<file path="src/rtl/des_sbox_engine.sv">
`default_nettype none
// ============================================================================
// Module      : des_sbox_engine
// Description : DES S-box substitution engine. Takes one 48-bit block
//               (E(R) xor K) and produces the 32-bit S1..S8 result. LANES
//               boxes are looked up per cycle, so one block takes 8/LANES
//               busy cycles plus one result cycle. Sits between the key-mix
//               XOR and the P-permutation of a DES round. Valid/ready on both
//               sides, one block in flight.
//
// Parameters  : LANES  S-box lookups per cycle (1, 2, 4 or 8)
//               CNT_W  width of the wrapping completed-block counter
//
// Ports       : clk        rising-edge clock
//               rst_n      asynchronous active-low reset
//               in_valid   in_data valid
//               in_ready   engine accepts in_data this cycle
//               in_data    [47:42]=S1 input ... [5:0]=S8 input (MSB = DES bit 1)
//               out_valid  out_data valid (held until out_ready)
//               out_ready  downstream takes out_data
//               out_data   [31:28]=S1 output ... [3:0]=S8 output
//               blk_cnt    completed output handshakes, modulo 2^CNT_W
//
// Revision    : 1.0  initial release
// ============================================================================
module des_sbox_engine #(
    parameter int LANES = 2,
    parameter int CNT_W = 16
) (
    input  logic             clk,
    input  logic             rst_n,
    input  logic             in_valid,
    output logic             in_ready,
    input  logic [47:0]      in_data,
    output logic             out_valid,
    input  logic             out_ready,
    output logic [31:0]      out_data,
    output logic [CNT_W-1:0] blk_cnt
);

    // ------------------------------------------------------------------------
    // Derived constants
    // ------------------------------------------------------------------------
    localparam int c_num_steps = 8 / LANES;
    localparam int c_step_w    = (c_num_steps > 1) ? $clog2(c_num_steps) : 1;

    localparam logic [c_step_w-1:0] c_last_step = c_step_w'(c_num_steps - 1);
    localparam logic [c_step_w-1:0] c_step_one  = c_step_w'(1);
    localparam logic [CNT_W-1:0]    c_cnt_one   = CNT_W'(1);

    localparam logic [1:0] c_st_idle = 2'd0;
    localparam logic [1:0] c_st_busy = 2'd1;
    localparam logic [1:0] c_st_done = 2'd2;

    // ------------------------------------------------------------------------
    // S-box tables. Entry index is {row, col}; entry 0 occupies the most
    // significant nibble, so rows 0..3 read left to right as in FIPS 46-3.
    // ------------------------------------------------------------------------
    localparam logic [255:0] c_s1 = 256'hE4D12FB83A6C5907_0F74E2D1A6CB9538_41E8D62BFC973A50_FC8249175B3EA06D;
    localparam logic [255:0] c_s2 = 256'hF18E6B34972DC05A_3D47F28EC01A69B5_0E7BA4D158C6932F_D8A13F42B67C05E9;
    localparam logic [255:0] c_s3 = 256'hA09E63F51DC7B428_D709346A285ECBF1_D6498F30B12C5AE7_1AD069874FE3B52C;
    localparam logic [255:0] c_s4 = 256'h7DE3069A1285BC4F_D8B56F03472C1AE9_A690CB7DF13E5284_3F06A1D8945BC72E;
    localparam logic [255:0] c_s5 = 256'h2C417AB6853FD0E9_EB2C47D150FA3986_421BAD78F9C5630E_B8C71E2D6F09A453;
    localparam logic [255:0] c_s6 = 256'hC1AF92680D34E75B_AF427C9561DE0B38_9EF528C3704A1DB6_432C95FABE17608D;
    localparam logic [255:0] c_s7 = 256'h4B2EF08D3C975A61_D0B7491AE35C2F86_14BDC37EAF680592_6BD814A7950FE23C;
    localparam logic [255:0] c_s8 = 256'hD2846FB1A93E50C7_1FD8A374C56B0E92_7B419CE206ADF358_21E74A8DFC90356B;

    // Combinational lookup of one box: row = {b1,b6}, col = b2..b5.
    function automatic logic [3:0] sbox_lookup(input logic [2:0] box, input logic [5:0] grp);
        logic [255:0] tbl;
        logic [5:0]   idx;
        case (box)
            3'd0:    tbl = c_s1;
            3'd1:    tbl = c_s2;
            3'd2:    tbl = c_s3;
            3'd3:    tbl = c_s4;
            3'd4:    tbl = c_s5;
            3'd5:    tbl = c_s6;
            3'd6:    tbl = c_s7;
            default: tbl = c_s8;
        endcase
        idx = {grp[5], grp[0], grp[4:1]};
        // Entry idx sits at bit 4*(63-idx) = {~idx, 2'b00}
        return tbl[{~idx, 2'b00} +: 4];
    endfunction

    // ------------------------------------------------------------------------
    // Elaboration-time parameter check
    // ------------------------------------------------------------------------
    if (!(LANES == 1 || LANES == 2 || LANES == 4 || LANES == 8)) begin : g_bad_lanes
        $error("des_sbox_engine: LANES must be 1, 2, 4 or 8");
    end

    // ------------------------------------------------------------------------
    // Registers
    // ------------------------------------------------------------------------
    logic [1:0]          r_state;
    logic                r_alive;     // low during reset and until the first edge after it
    logic [c_step_w-1:0] r_step;
    logic [47:0]         r_in_data;
    logic [31:0]         r_result;
    logic                r_out_valid;
    logic [CNT_W-1:0]    r_blk_cnt;

    // ------------------------------------------------------------------------
    // Lane datapath: lane l handles box step*LANES+l this cycle
    // ------------------------------------------------------------------------
    logic [2:0]  w_box_idx [LANES];
    logic [2:0]  w_box_rev [LANES];   // 7 - box: boxes are numbered from the MSB end
    logic [5:0]  w_grp_lo  [LANES];
    logic [4:0]  w_nib_lo  [LANES];
    logic [3:0]  w_lane_nib[LANES];
    logic [31:0] w_result_nxt;

    for (genvar l = 0; l < LANES; l++) begin : g_lane
        assign w_box_idx[l]  = 3'(int'(r_step) * LANES + l);
        assign w_box_rev[l]  = ~w_box_idx[l];
        // 6 * rev = 4 * rev + 2 * rev
        assign w_grp_lo[l]   = 6'({w_box_rev[l], 2'b00}) + 6'({w_box_rev[l], 1'b0});
        assign w_nib_lo[l]   = {w_box_rev[l], 2'b00};
        assign w_lane_nib[l] = sbox_lookup(w_box_idx[l], r_in_data[w_grp_lo[l] +: 6]);
    end

    always_comb begin
        w_result_nxt = r_result;
        for (int l = 0; l < LANES; l++) begin
            w_result_nxt[w_nib_lo[l] +: 4] = w_lane_nib[l];
        end
    end

    // ------------------------------------------------------------------------
    // Handshake
    // ------------------------------------------------------------------------
    logic w_in_ready;
    logic w_in_fire;
    logic w_out_fire;

    assign w_in_ready = r_alive & ((r_state == c_st_idle) | ((r_state == c_st_done) & out_ready));
    assign w_in_fire  = w_in_ready & in_valid;
    assign w_out_fire = (r_state == c_st_done) & out_ready;

    // ------------------------------------------------------------------------
    // Control FSM
    // ------------------------------------------------------------------------
    always_ff @(posedge clk or negedge rst_n) begin
        if (!rst_n) begin
            r_state     <= c_st_idle;
            r_alive     <= 1'b0;
            r_step      <= '0;
            r_in_data   <= '0;
            r_result    <= '0;
            r_out_valid <= 1'b0;
            r_blk_cnt   <= '0;
        end else begin
            r_alive <= 1'b1;
            case (r_state)
                c_st_idle: begin
                    if (w_in_fire) begin
                        r_in_data <= in_data;
                        r_step    <= '0;
                        r_state   <= c_st_busy;
                    end
                end
                c_st_busy: begin
                    r_result <= w_result_nxt;
                    if (r_step == c_last_step) begin
                        r_step      <= '0;
                        r_out_valid <= 1'b1;
                        r_state     <= c_st_done;
                    end else begin
                        r_step <= r_step + c_step_one;
                    end
                end
                c_st_done: begin
                    if (w_out_fire) begin
                        r_blk_cnt   <= r_blk_cnt + c_cnt_one;
                        r_out_valid <= 1'b0;
                        // A simultaneous input handshake skips the idle bubble
                        if (w_in_fire) begin
                            r_in_data <= in_data;
                            r_step    <= '0;
                            r_state   <= c_st_busy;
                        end else begin
                            r_state <= c_st_idle;
                        end
                    end
                end
                default: begin
                    r_step      <= '0;
                    r_out_valid <= 1'b0;
                    r_state     <= c_st_idle;
                end
            endcase
        end
    end

    assign in_ready  = w_in_ready;
    assign out_valid = r_out_valid;
    assign out_data  = r_result;
    assign blk_cnt   = r_blk_cnt;

endmodule
`default_nettype wire
</file>
<file path="config.mk">
export PLATFORM = sky130hd
export DESIGN_NAME = des_sbox_engine
export DESIGN_NICKNAME = d
export VERILOG_FILES = /design/src/rtl/des_sbox_engine.sv
export SDC_FILE = /design/constraint.sdc
export NUM_CORES = 1
export LEC_CHECK = 0
export CAP_MARGIN = 10
export CORE_MARGIN = 1
export CORE_UTILIZATION = 44
export DETAILED_ROUTE_END_ITERATION = 10
export PLACE_DENSITY = 0.68
export SLEW_MARGIN = 25
export SYNTH_ARGS = -nofsm -noshare
export SYNTH_HDL_FRONTEND = slang
export SYNTH_SLANG_ARGS = --single-unit
export TNS_END_PERCENT = 5
</file>
<file path="constraint.sdc">
create_clock -name clk -period 3.5 [get_ports clk]
set_input_delay 0.35 -clock clk [delete_from_list [all_inputs] [get_ports clk]]
set_output_delay 0.35 -clock clk [all_outputs]
set_load 0.02 [all_outputs]
</file>
* After elaboration in Yosys (flattened, before gate mapping)
Index checks and enable logic that the tools add are counted.
** Operators by class
- Add/subtract/negate cells :: 7
- Equal/unequal tests :: 14
- Shift-type cells :: 8
- Multiplexer cells :: 19
- Bitwise logic cells :: 9
- Reductions and logical operators :: 8
** Operator list (number)
- $pmux W256 S7 :: 1
- $pmux W256 S4 :: 1
- $shiftx A256 B9 Y4 :: 2
- $mux W48 :: 2
- $pmux W48 S2 :: 1
- $shiftx A48 B7 Y6 :: 2
- $bwmux W32 :: 2
- $shift A4 B7 Y32 const A :: 2
- $shiftx A4 B7 Y32 :: 2
- $add A16 B1 Y16 const B :: 1
- $neg A5 Y7 :: 2
- $add A5 B4 Y6 :: 2
- $mux W2 :: 6
- $not A6 Y6 :: 2
- $pmux W2 S3 :: 2
- $eq A3 B3 Y1 const B :: 3
- $eq A2 B2 Y1 const B :: 3
- $eq A3 B2 Y1 const B :: 2
- $logic_not A3 Y1 :: 2
- $ne A2 B2 Y1 const B :: 3
- $not A3 Y3 :: 2
- $reduce_and A3 Y1 :: 2
- $eq A2 B1 Y1 const B :: 2
- $reduce_and A2 Y1 :: 2
- 10 further kinds :: 14
** Storage, ports and cells
- Register bits after elaboration :: 102
- Bits of input ports :: 52
- Output and inout port bits :: 50

* Logic depth before layout (Yosys ltp)
Gate-level depths: netlist of run 1.
- Depth in word-level cells :: 8
- Mapped depth :: 18

* Least setup slack after synthesis of run 1
OpenSTA, ideal clock, no wires.
- Path kind :: register to register
- Start point :: reg r_step[0]
- End point :: reg r_result[10], in the netlist out_data[10]
- Setup time :: 0.121 ns
- Data arrival time :: 3.784 ns
- Required time :: 3.379 ns
- Path slack :: -0.405 ns
- Cell stages (with the launch flop) :: 19
- Cells stage by stage :: dfrtp_1 buf_6 inv_2 ha_1 buf_6 mux4_2 nand3_1 o31ai_4 inv_2 buf_2 buf_2 buf_2 ha_1 nand2_1 a21oi_1 or4_1 nand3_1 o2111ai_2 a22o_1
** On the way
- Cells in the longest elaborated chain, start to end :: 8
** RTL lines
- start: declaration :: line 99 : logic [c_step_w-1:0] r_step;
- start signal: assignment :: line 171 : r_step <= r_step + c_step_one;
- $add A3 B1 Y3 / $not A3 Y3 (equally long branches) :: line 116, 117
- $not A3 Y3 / $add A5 B4 Y6 (equally long branches) :: line 117, 119
- $add A5 B4 Y6 / $shiftx A48 B7 Y6 (equally long branches) :: line 119, 121
- $shiftx A48 B7 Y6 / $not A6 Y6 (equally long branches) :: line 121, 84
- $not A6 Y6 / $shiftx A256 B9 Y4 (equally long branches) :: line 84 : return tbl[{~idx, 2'b00} +: 4];
- $shiftx A256 B9 Y4 / $shiftx A4 B7 Y32 (equally long branches) :: line 84, 127
- $shiftx A4 B7 Y32 / $bwmux W32 (equally long branches) :: line 127 : w_result_nxt[w_nib_lo[l] +: 4] = w_lane_nib[l];
- $bwmux W32 * :: line 127
- end signal: assignment :: line 165 : r_result <= w_result_nxt;
- end: declaration :: line 101 : logic [31:0] r_result;
Every way passes the cells marked *; elsewhere a longest branch is shown, timed or not.
A chain may end at the register's enable or synchronous reset.

* Worst setup path after layout of run 1
- Start point :: reg r_step[0]
- End point :: reg r_result[2], in the netlist out_data[2]
The elaborated chain is that of the path after synthesis.

==> results of run 1 <==
worst max-delay path, stage by stage (launching register included):
cell       delay (ps)
dfrtp_2           430
inv_8              40
ha_4              310
buf_4             150
buf_4             120
mux2_2            370
a2bb2oi_2         200
o22a_2            250
buf_12            160
buf_12            140
o21ai_2            70
a21o_1            210
a311o_1           370
o31a_1            370
o2111ai_4         160
a22o_1            180
worst min path at each step:
stage                     to  slack [ps]  cells after the start
2_1_floorplan     blk_cnt[0]          50                      0
3_3_place_gp     blk_cnt[10]         470                      1
3_5_place_dp     blk_cnt[10]         480                      1
4_1_cts        r_in_data[43]         140                      1
5_1_grt        r_in_data[22]         190                      1
6_report       r_in_data[27]         120                      1
area by class of cell:
class / instances / area, µm²
Tap cell: 265 / 332
Clock inverter: 7 / 91.3
Fill cell: 1562 / 7050
Sequential cell: 102 / 2550
Clock buffer: 9 / 225
Inverter: 15 / 66.3
Timing Repair Buffer: 361 / 3210
Multi-Input combinational cell: 839 / 6060
repair_timing:
| action | in CTS | in global routing |
|---|---|---|
| hold endpoints to repair | 0 | 0 |
| setup endpoints to repair | 32 | 32 |
| pin swaps | 12 | 22 |
| resized for setup | 35 | 43 |
| hold buffers | 0 | 0 |
| setup buffers | 10 | 1 |
| gates cloned | 1 | 1 |
sequential cells by signal, summed over array words and instances (netlist names):
register and flops:
r_step 2, out_data 32, r_alive 1, out_valid 1, blk_cnt 16, r_in_data 48, r_state 2
metal layers:
layer	GRT usage, %	vias up	part of all wire (%)
met2	63.6	813	44
met4	18.3	0	4.6
met1	56.7	5216	40
met5	0	-	0
met3	8.86	175	11
li1	-	4556	-
metrics by stage:
stage / area, µm² / utilization [%] / setup slack [ps]
floorplan: 8900 / - / 68.7
global placement: 11700 / 60.0 / -195
detailed placement: 11700 / 60.0 / -170
CTS: 12300 / 62.9 / -30.8
global route: 12500 / 64.0 / -148
finish: 12500 / 64.0 / -108
layout by cell type, fill, tap and decap left out, types with 14 or more instances in the layout:
master             n
a211oi_1          17
a21oi_1           55
a22o_1            22
a31oi_1           14
buf_12            14
buf_4            238
clkdlybuf4s50_1  100
dfrtp_1          101
mux2_2            59
mux2i_1           20
mux4_2            14
nand2_1          131
nand3_1           22
nor2_1            90
nor3_1            24
o211ai_1          25
o21ai_0           44
o21ai_1           17
o221ai_1          15
o22ai_1           18
xnor2_1           18
cell families (layout without fill, tap and decap cells):
family | after synthesis | count (layout) | share of synthesized area (%)
fa+ha+maj | 10 | 10 | 1.42
compound gates | 356 | 356 | 29.1
mux | 95 | 95 | 13.6
xor+xnor | 23 | 23 | 2.28
other cells | 1 | 1 | 0.0424
buf+inv | 114 | 392 | 6.25
simple gates | 354 | 354 | 18.4
flops | 102 | 102 | 28.9
==> impl_metrics.env, run 1 <==
export IMPL_outcome="finished, violations left"
export IMPL_failed_checks="negative setup slack"
export IMPL_synthTopCellsByCount="136 x nand2_1, 102 x dfrtp_1, 95 x nor2_1"
export IMPL_startpoint_type="flop"
export IMPL_wire_per_inst_um=26.7
export IMPL_ioPinCount=102
export IMPL_ys_top_cells_by_area="dfrtp_1 29%, mux2_2 7.4%, nand2_1 5.8%"
export IMPL_rows=51
export IMPL_arrival_ps=3900
export IMPL_tns_ps=-1100
export IMPL_place_inst=1569
export IMPL_r2r_cells=15
export IMPL_rr_startpoint="r_step[0]"
export IMPL_cts_buffer_depth=2
export IMPL_hold_viol_final=0
export IMPL_async_reset_ff_share_pct=100
export IMPL_end_kind="flop"
export IMPL_antenna_left=0
export IMPL_yosysSeqAreaShare_pct=28.9
export IMPL_yosys_warnings=0
export IMPL_synth_distinct_cells=92
export IMPL_place_gp_congestion=1.02
export IMPL_rsz0062_at_grt="yes"
export IMPL_viasPerCell=6.73
export IMPL_syn_inst=1055
export IMPL_grtUsageTotal_pct=41.7
export IMPL_reg2reg_slack_ps=-110
export IMPL_drt_pass1_iterations=6
export IMPL_fin_skew_ps=16.2
export IMPL_cts_tree="done"
export IMPL_grt_overflow=0
export IMPL_grt_max_degree=74
export IMPL_htree_levels=3
export IMPL_syn_to_final_growth_pct=41.8
export IMPL_slew_viol_final=0
export IMPL_core_um2=19600
export IMPL_numClockSinks=102
export IMPL_drt_initial_drc_count=1268
export IMPL_worstMarginPinSlew_ps=889
export IMPL_synth_edf_count=0
export IMPL_hpwl_um=31300
export IMPL_worstSetupStartpoint="r_step[0]"
export IMPL_grt_pass1_wl_um=63700
export IMPL_cts_root_buf="clkbuf_16"
export IMPL_synth_top_area_share_pct=28.9
export IMPL_fin_crit_sh_pct=103
export IMPL_holdWs_ps=124
export IMPL_setup_viol=26
export IMPL_wl_um=42700
export IMPL_num_vias=10800
export IMPL_r2r_end="out_data[2]"
export IMPL_path_class="flop to flop"
export IMPL_die_h_um=144
export IMPL_slew_headroom_pct=40.7
export IMPL_grt_pass1_vias=10400
export IMPL_drc=0
export IMPL_post_route_min_period_ps=3610
export IMPL_cts_made_buffers=9
export IMPL_fmax_mhz=277
export IMPL_syn_cell_area_um2=8840
export IMPL_synth_most_common_cell="nand2_1"
export IMPL_fin_nets=1390
export IMPL_initial_core_util_pct=45.1
export IMPL_crit_end="out_data[2]"
export IMPL_worstPathRequired_ps=3800
export IMPL_ys_seq_elements=102
export IMPL_syn_avg_cell_area_um2=8.38
export IMPL_stdcell_count=1598
export IMPL_fp_dieW_um=144
export IMPL_setup_slack_ps=-108
export IMPL_die_area_um2=20700
export IMPL_min_path_type="input pin to async pin"
export IMPL_numPortBuffers=101
export IMPL_clkLatencyLatePin_ps=360
export IMPL_syn_num_nets=1117
export IMPL_yosys_most_used_dff="dfrtp_1"
export IMPL_antenna_found_initial=0
export IMPL_drv_cap=0
export IMPL_antenna_cells=0
export IMPL_cp_max_fo=12
export IMPL_synth_top_area_cell="dfrtp_1"
export IMPL_drive_gt1_share_pct=32.6
export IMPL_cts_clk_slew_worst_paths_ps=90
Power of run 1 is left out: the tool's default activity adds up to more than one toggle a clock period on the data nets, which glitch-free logic cannot reach.
==> run 2, diff against run 1 <==
--- a/config.mk
+++ b/config.mk
@@ -5,7 +5,6 @@
 export SDC_FILE = /design/constraint.sdc
 export NUM_CORES = 1
 export LEC_CHECK = 0
-export CAP_MARGIN = 10
 export CORE_MARGIN = 1
 export CORE_UTILIZATION = 44
 export DETAILED_ROUTE_END_ITERATION = 10
==> results of run 2 <==
No change in the layout: final DEF, timing and power equal those of run 1.
Power of run 2 is left out for the same reason.
